**config.mk**
```make
export PLATFORM = sky130hd
export DESIGN_NAME = axis_pattern_gen
export DESIGN_NICKNAME = d
export VERILOG_FILES = /design/src/rtl/axis_pattern_gen_pkg.sv /design/src/rtl/patgen_pixel.sv /design/src/rtl/axis_pattern_gen.sv
export SDC_FILE = /design/constraint.sdc
export NUM_CORES = 1
export LEC_CHECK = 0
export ABC_AREA = 1
export CAP_MARGIN = 20
export CORE_MARGIN = 5
export CORE_UTILIZATION = 30
export DETAILED_ROUTE_END_ITERATION = 10
export DONT_BUFFER_PORTS = 1
export GPL_ROUTABILITY_DRIVEN = 1
export PLACE_DENSITY = 0.49
export SLEW_MARGIN = 20
export SYNTH_ARGS = -nofsm -noshare
export SYNTH_HDL_FRONTEND = slang
export SYNTH_HIERARCHICAL = 1
export SYNTH_SLANG_ARGS = --single-unit
```
**constraint.sdc**
```tcl
create_clock -name clk -period 6.95 [get_ports clk]
set_input_delay 1.39 -clock clk [delete_from_list [all_inputs] [get_ports clk]]
set_output_delay 1.39 -clock clk [all_outputs]
set_load 0.1 [all_outputs]
```
**src/rtl/axis_pattern_gen_pkg.sv**
```systemverilog
// Shared definitions for the AXI-Stream test pattern generator: FSM state
// encoding, pattern_sel encodings and the colour-bar palette.
package axis_pattern_gen_pkg;

    typedef enum logic [1:0] {
        ST_IDLE   = 2'd0,
        ST_ACTIVE = 2'd1,
        ST_GAP    = 2'd2
    } state_e;

    typedef enum logic [1:0] {
        PAT_COUNTER  = 2'd0,
        PAT_BARS     = 2'd1,
        PAT_GRADIENT = 2'd2,
        PAT_CHECKER  = 2'd3
    } pattern_e;

    localparam int NUM_BARS = 8;

    localparam logic [23:0] COLOR_WHITE   = 24'hFFFFFF;
    localparam logic [23:0] COLOR_YELLOW  = 24'hFFFF00;
    localparam logic [23:0] COLOR_CYAN    = 24'h00FFFF;
    localparam logic [23:0] COLOR_GREEN   = 24'h00FF00;
    localparam logic [23:0] COLOR_MAGENTA = 24'hFF00FF;
    localparam logic [23:0] COLOR_RED     = 24'hFF0000;
    localparam logic [23:0] COLOR_BLUE    = 24'h0000FF;
    localparam logic [23:0] COLOR_BLACK   = 24'h000000;

    // Bar index (left to right) to RGB colour.
    function automatic logic [23:0] bar_color(input logic [2:0] idx);
        logic [23:0] c;
        case (idx)
            3'd0:    c = COLOR_WHITE;
            3'd1:    c = COLOR_YELLOW;
            3'd2:    c = COLOR_CYAN;
            3'd3:    c = COLOR_GREEN;
            3'd4:    c = COLOR_MAGENTA;
            3'd5:    c = COLOR_RED;
            3'd6:    c = COLOR_BLUE;
            default: c = COLOR_BLACK;
        endcase
        return c;
    endfunction

endpackage

```
**src/rtl/patgen_pixel.sv**
```systemverilog
// Combinational pixel colour for one beat: pattern, x, y and the linear
// beat index in, 32-bit AXIS word out.
module patgen_pixel
    import axis_pattern_gen_pkg::*;
#(
    parameter int H_ACTIVE = 480
) (
    input  logic [1:0]  pattern,
    input  logic [10:0] x,
    input  logic [10:0] y,
    input  logic [31:0] linear,
    output logic [31:0] pixel
);

    localparam int BAR_W = H_ACTIVE / NUM_BARS;
    localparam logic [10:0] BARS_END = 11'(BAR_W * NUM_BARS);

    logic [2:0] bar_idx;
    logic       in_bars;
    logic       unused_y;

    // Only y[4] matters (checkerboard); the rest is deliberately ignored.
    assign unused_y = ^{y[10:5], y[3:0]};

    // Bar index by comparison against constant boundaries, avoiding a divider.
    always_comb begin
        bar_idx = 3'd0;
        in_bars = (x < BARS_END);
        for (int i = 1; i < NUM_BARS; i++) begin
            if (x >= 11'(BAR_W * i)) begin
                bar_idx = 3'(i);
            end
        end
    end

    // Pattern select; pixels past the last full bar are black.
    always_comb begin
        pixel = 32'd0;
        case (pattern_e'(pattern))
            PAT_COUNTER:  pixel = linear;
            PAT_BARS:     pixel = {8'h00, in_bars ? bar_color(bar_idx) : COLOR_BLACK};
            PAT_GRADIENT: pixel = {8'h00, x[8:1], x[8:1], x[8:1]};
            PAT_CHECKER:  pixel = {8'h00, (x[4] ^ y[4]) ? COLOR_WHITE : COLOR_BLACK};
            default:      pixel = 32'd0;
        endcase
    end

endmodule

```
**src/rtl/axis_pattern_gen.sv**
```systemverilog
// AXI-Stream video test pattern source (IDLE / ACTIVE / GAP).
// All AXIS outputs come straight from flops; the next beat is computed from
// the next-state coordinates so tready=1 sustains one beat per clock.
// Handshake: a beat moves on a clock edge where tvalid & tready are both 1;
// once tvalid is raised, tvalid/tdata/tuser/tlast hold until that edge.
// Optional feature macro: PATGEN_FRAME_CNT_EN adds the 16-bit frame_cnt output.
module axis_pattern_gen
    import axis_pattern_gen_pkg::*;
#(
    parameter int H_ACTIVE   = 480,
    parameter int V_ACTIVE   = 272,
    parameter int GAP_CYCLES = 4
) (
    input  logic        clk,
    input  logic        rst,
    input  logic        enable,
    input  logic [1:0]  pattern_sel,
    output logic [31:0] axis_tdata,
    output logic        axis_tvalid,
    input  logic        axis_tready,
    output logic        axis_tuser,
    output logic        axis_tlast,
    output logic        busy
`ifdef PATGEN_FRAME_CNT_EN
    ,
    output logic [15:0] frame_cnt
`endif
);

    localparam logic [10:0] X_LAST   = 11'(H_ACTIVE - 1);
    localparam logic [10:0] Y_LAST   = 11'(V_ACTIVE - 1);
    localparam logic [15:0] GAP_LAST = 16'(GAP_CYCLES - 1);
    localparam bit          HAS_GAP  = (GAP_CYCLES > 0);

    state_e      state_q, state_d;
    pattern_e    pat_q, pat_d;
    logic [10:0] x_q, x_d;
    logic [10:0] y_q, y_d;
    logic [31:0] lin_q, lin_d;
    logic [15:0] gap_q, gap_d;
    logic [31:0] tdata_q, tdata_d;
    logic        tvalid_q, tvalid_d;
    logic        tuser_q, tuser_d;
    logic        tlast_q, tlast_d;
    logic        busy_q, busy_d;
    logic        load;
    logic        drop;
    logic        start;
    logic        frame_done;
    logic [31:0] pix_data;

    // Next state, counters, and whether a fresh beat is loaded or the stream drops.
    always_comb begin
        state_d    = state_q;
        pat_d      = pat_q;
        x_d        = x_q;
        y_d        = y_q;
        lin_d      = lin_q;
        gap_d      = gap_q;
        load       = 1'b0;
        drop       = 1'b0;
        start      = 1'b0;
        frame_done = 1'b0;
        case (state_q)
            ST_IDLE: begin
                if (enable) start = 1'b1;
            end
            ST_ACTIVE: begin
                if (tvalid_q && axis_tready) begin
                    if (x_q == X_LAST && y_q == Y_LAST) begin
                        frame_done = 1'b1;
                        if (HAS_GAP) begin
                            state_d = ST_GAP;
                            gap_d   = 16'd0;
                            drop    = 1'b1;
                        end else if (enable) begin
                            start = 1'b1;
                        end else begin
                            state_d = ST_IDLE;
                            drop    = 1'b1;
                        end
                    end else begin
                        load  = 1'b1;
                        lin_d = lin_q + 32'd1;
                        if (x_q == X_LAST) begin
                            x_d = 11'd0;
                            y_d = y_q + 11'd1;
                        end else begin
                            x_d = x_q + 11'd1;
                        end
                    end
                end
            end
            ST_GAP: begin
                if (gap_q == GAP_LAST) begin
                    if (enable) start = 1'b1;
                    else        state_d = ST_IDLE;
                end else begin
                    gap_d = gap_q + 16'd1;
                end
            end
            default: state_d = ST_IDLE;
        endcase
        // Start of frame: coordinates cleared, pattern captured for the whole frame.
        if (start) begin
            state_d = ST_ACTIVE;
            pat_d   = pattern_e'(pattern_sel);
            x_d     = 11'd0;
            y_d     = 11'd0;
            lin_d   = 32'd0;
            load    = 1'b1;
        end
    end

    patgen_pixel #(
        .H_ACTIVE (H_ACTIVE)
    ) u_pixel (
        .pattern (pat_d),
        .x       (x_d),
        .y       (y_d),
        .linear  (lin_d),
        .pixel   (pix_data)
    );

    // Output beat registers: reload on a new beat, clear on stream drop, else hold.
    always_comb begin
        tdata_d  = tdata_q;
        tvalid_d = tvalid_q;
        tuser_d  = tuser_q;
        tlast_d  = tlast_q;
        if (load) begin
            tdata_d  = pix_data;
            tvalid_d = 1'b1;
            tuser_d  = (x_d == 11'd0) && (y_d == 11'd0);
            tlast_d  = (x_d == X_LAST);
        end else if (drop) begin
            tvalid_d = 1'b0;
            tuser_d  = 1'b0;
            tlast_d  = 1'b0;
        end
        busy_d = (state_d != ST_IDLE);
    end

    // State and output registers with synchronous reset.
    always_ff @(posedge clk) begin
        if (rst) begin
            state_q  <= ST_IDLE;
            pat_q    <= PAT_COUNTER;
            x_q      <= 11'd0;
            y_q      <= 11'd0;
            lin_q    <= 32'd0;
            gap_q    <= 16'd0;
            tdata_q  <= 32'd0;
            tvalid_q <= 1'b0;
            tuser_q  <= 1'b0;
            tlast_q  <= 1'b0;
            busy_q   <= 1'b0;
        end else begin
            state_q  <= state_d;
            pat_q    <= pat_d;
            x_q      <= x_d;
            y_q      <= y_d;
            lin_q    <= lin_d;
            gap_q    <= gap_d;
            tdata_q  <= tdata_d;
            tvalid_q <= tvalid_d;
            tuser_q  <= tuser_d;
            tlast_q  <= tlast_d;
            busy_q   <= busy_d;
        end
    end

    assign axis_tdata  = tdata_q;
    assign axis_tvalid = tvalid_q;
    assign axis_tuser  = tuser_q;
    assign axis_tlast  = tlast_q;
    assign busy        = busy_q;

`ifdef PATGEN_FRAME_CNT_EN
    logic [15:0] frame_cnt_q, frame_cnt_d;

    // Completed-frame counter, wraps naturally at 16 bits.
    always_comb begin
        frame_cnt_d = frame_cnt_q;
        if (frame_done) frame_cnt_d = frame_cnt_q + 16'd1;
    end

    // Frame counter register.
    always_ff @(posedge clk) begin
        if (rst) frame_cnt_q <= 16'd0;
        else     frame_cnt_q <= frame_cnt_d;
    end

    assign frame_cnt = frame_cnt_q;
`endif

endmodule

```
==> results.cfg <==
[pwr]
p_total_mw = 1.486
p_sw_frac = 0.3631
p_per_area_nw_per_um2 = 212.9
ir_drop_v = 0.0001236
pwr-share-clk = 0.368
switching_power_mw = 0.5397
pwr-share-seq = 0.544
combPwrFrac = 0.088
p_int_mw = 0.9465
leakagePower_nw = 2.907

[routing]
wl_per_cell_um = 14.56
drc = 0
vias = 6274
wirelength_um = 18860
via_per_inst = 4.845
drtAntennaViolNets = 0
first_iter_violations = 427
firstDrtPassIters = 5

[placed_design]
dp.cells = 1279
port_buffers = 0
gp_congestion = 0.8450
dp_hpwl_um = 13570

[min_path]
hold_class = reg2reg

[finish]
n_fill_cell = 2346
drive_above_1_share = 0.05882
num_antenna_cells = 0
seq_area_um2 = 2202
area_growth_pct = 8.816
multiInputGateArea_um2 = 3546
fin_nets = 1025
layout.cells.non_filler = 1295

[clock_network]
clock_path_buffers = 2
cts_tree = built
cts.sinks = 110
cts-buffers-inserted = 9
hold_buffers = 0
cts.clk_slew.worst_paths_ns = 0.08
cts-resized-gates = 0
root_buffer = clkbuf_16
cts_setup_buffers = 0
clk_latency_ns = 0.37
h-tree-depth = 3

[global_routing]
grt_pass1_wl_um = 30860
grt_max_degree = 66
grt_use_total = 0.1567
grt_overflow = 0
grt_pass1_vias = 5985
grt_antenna_before_repair = 1

[die]
core_area_um2 = 21020
fp.dieH_um = 156.2
initial_core_util = 0.3052
placementRows = 53
die-area_um2 = 24410
die_w_um = 156.2
io_pins = 42

[critical_path]
slowest_delay_ns = 1.00
crit_type = reg2reg
crit_fanout = 17
cp_slowest_cell = dfxtp_1
worstPathRequired_ns = 7.21
cp-start-kind = register
worstPathArrival_ns = 4.19
path_cells = nand2_2 -> nor2_8 -> inv_1 -> nor2_1 -> buf_4 -> nand3_1 -> nand3_1 -> inv_1 -> o211ai_1 -> o21ai_0 -> inv_1 -> nand3_1 -> nor2_1 -> nor2_1
rrSetupSlack_ns = 3.02
endpoint_kind = register

[timing]
tightest_slew_ns = 1.049
finalSetupViolCount = 0
fmaxAchievable_mhz = 254.3
report.final.slew_viol_count = 0
rsz0062_at_grt = false
hold_viol = 0
maxSlewHeadroom = 0.2994
tns_ns = 0
fin_skew_ns = 0.01423
timing.final.crit_share = 0.5657
fin_crit_ns = 3.932

[status]
status = finished, final reports clean

[synthesis]
synth.avg_cell_area_um2 = 6.240
yosys_warnings = 6
syn_area_um2 = 6415
synth_nets = 1038
netlist_instances = 1028

[flow_run]
maxCapViolations = 0
[state kept, by name, indices dropped and copies added, names as in the netlist]
name         count
gap_q           16
axis_tuser       1
pat_q            2
x_q             11
y_q             11
lin_q           32
axis_tvalid      1
state_q          2
busy             1
axis_tdata      32
axis_tlast       1
[routing by layer]
layer / vias up / global-route usage / part of all wire
met4: 2 / 0.05000 / 0.020
met5: - / 0 / 0.00037
met1: 2832 / 0.2033 / 0.47
met2: 125 / 0.2568 / 0.46
li1: 3289 / - / -
met3: 26 / 0.03899 / 0.049
[cell type report]
cell class | count | share of cell area
Sequential cell | 110 | 0.3155
Multi-Input combinational cell | 746 | 0.5080
Clock inverter | 7 | 0.01219
Clock buffer | 9 | 0.03226
Tap cell | 275 | 0.04929
Inverter | 142 | 0.07636
Timing Repair Buffer | 6 | 0.006453
[final timing paths]
kind | start | endpoint | cells past startpoint
hold / removal | gap_q[15] | gap_q[15] | 2
setup / recovery | axis_tvalid | axis_tdata[18] | 14
setup reg to reg | axis_tvalid | axis_tdata[18] | 14
hold reg to reg | gap_q[15] | gap_q[15] | 2
[through the flow]
step           worst slack (ns)    util  hold slack, ns  cell area, um2
2_1_floorplan             3.618       -          0.4552            6415
5_1_grt                   2.676  0.3321          0.5280            6980
4_1_cts                   2.987  0.3321          0.4945            6980
3_5_place_dp              2.832  0.3173          0.4816            6670
6_report                  3.018  0.3321          0.4920            6980
3_3_place_gp              2.823  0.3173          0.4799            6670
[power by group through the flow]
stage	combinational (mW)	sequential [mW]	clock [mW]
floorplan	0.103	0.818	0
global placement	0.132	0.825	0
detailed placement	0.132	0.824	0
CTS	0.133	0.810	0.569
global route	0.150	0.812	0.595
finish	0.130	0.809	0.548
[worst max-delay path, delay by kind of cell (launching register included)]
family,cells,cell delay [ns]
AND/OR/NAND/NOR,8,1.46
flip-flops,1,1.00
buffers and inverters,4,0.71
AO/OA/AOI/OAI,2,0.65
[cell usage in the layout, fill, tap and decap left out, types with 3 or more instances in the layout]
cell type	instances
xor2_1	10
ha_1	4
nor2_1	206
nor2_4	3
nand3_1	83
o211ai_1	4
nand4_1	25
dfxtp_1	110
o21ai_1	3
nand2_1	197
a211oi_1	4
or2_2	3
clkbuf_16	9
buf_4	6
nand2_4	3
xnor2_1	3
nor3_1	58
o21ai_0	57
nor2_2	6
nand3_2	5
nor4_1	23
nand2_2	7
inv_2	4
a21oi_1	27
inv_1	137
(Power assumes the default switching activity.)
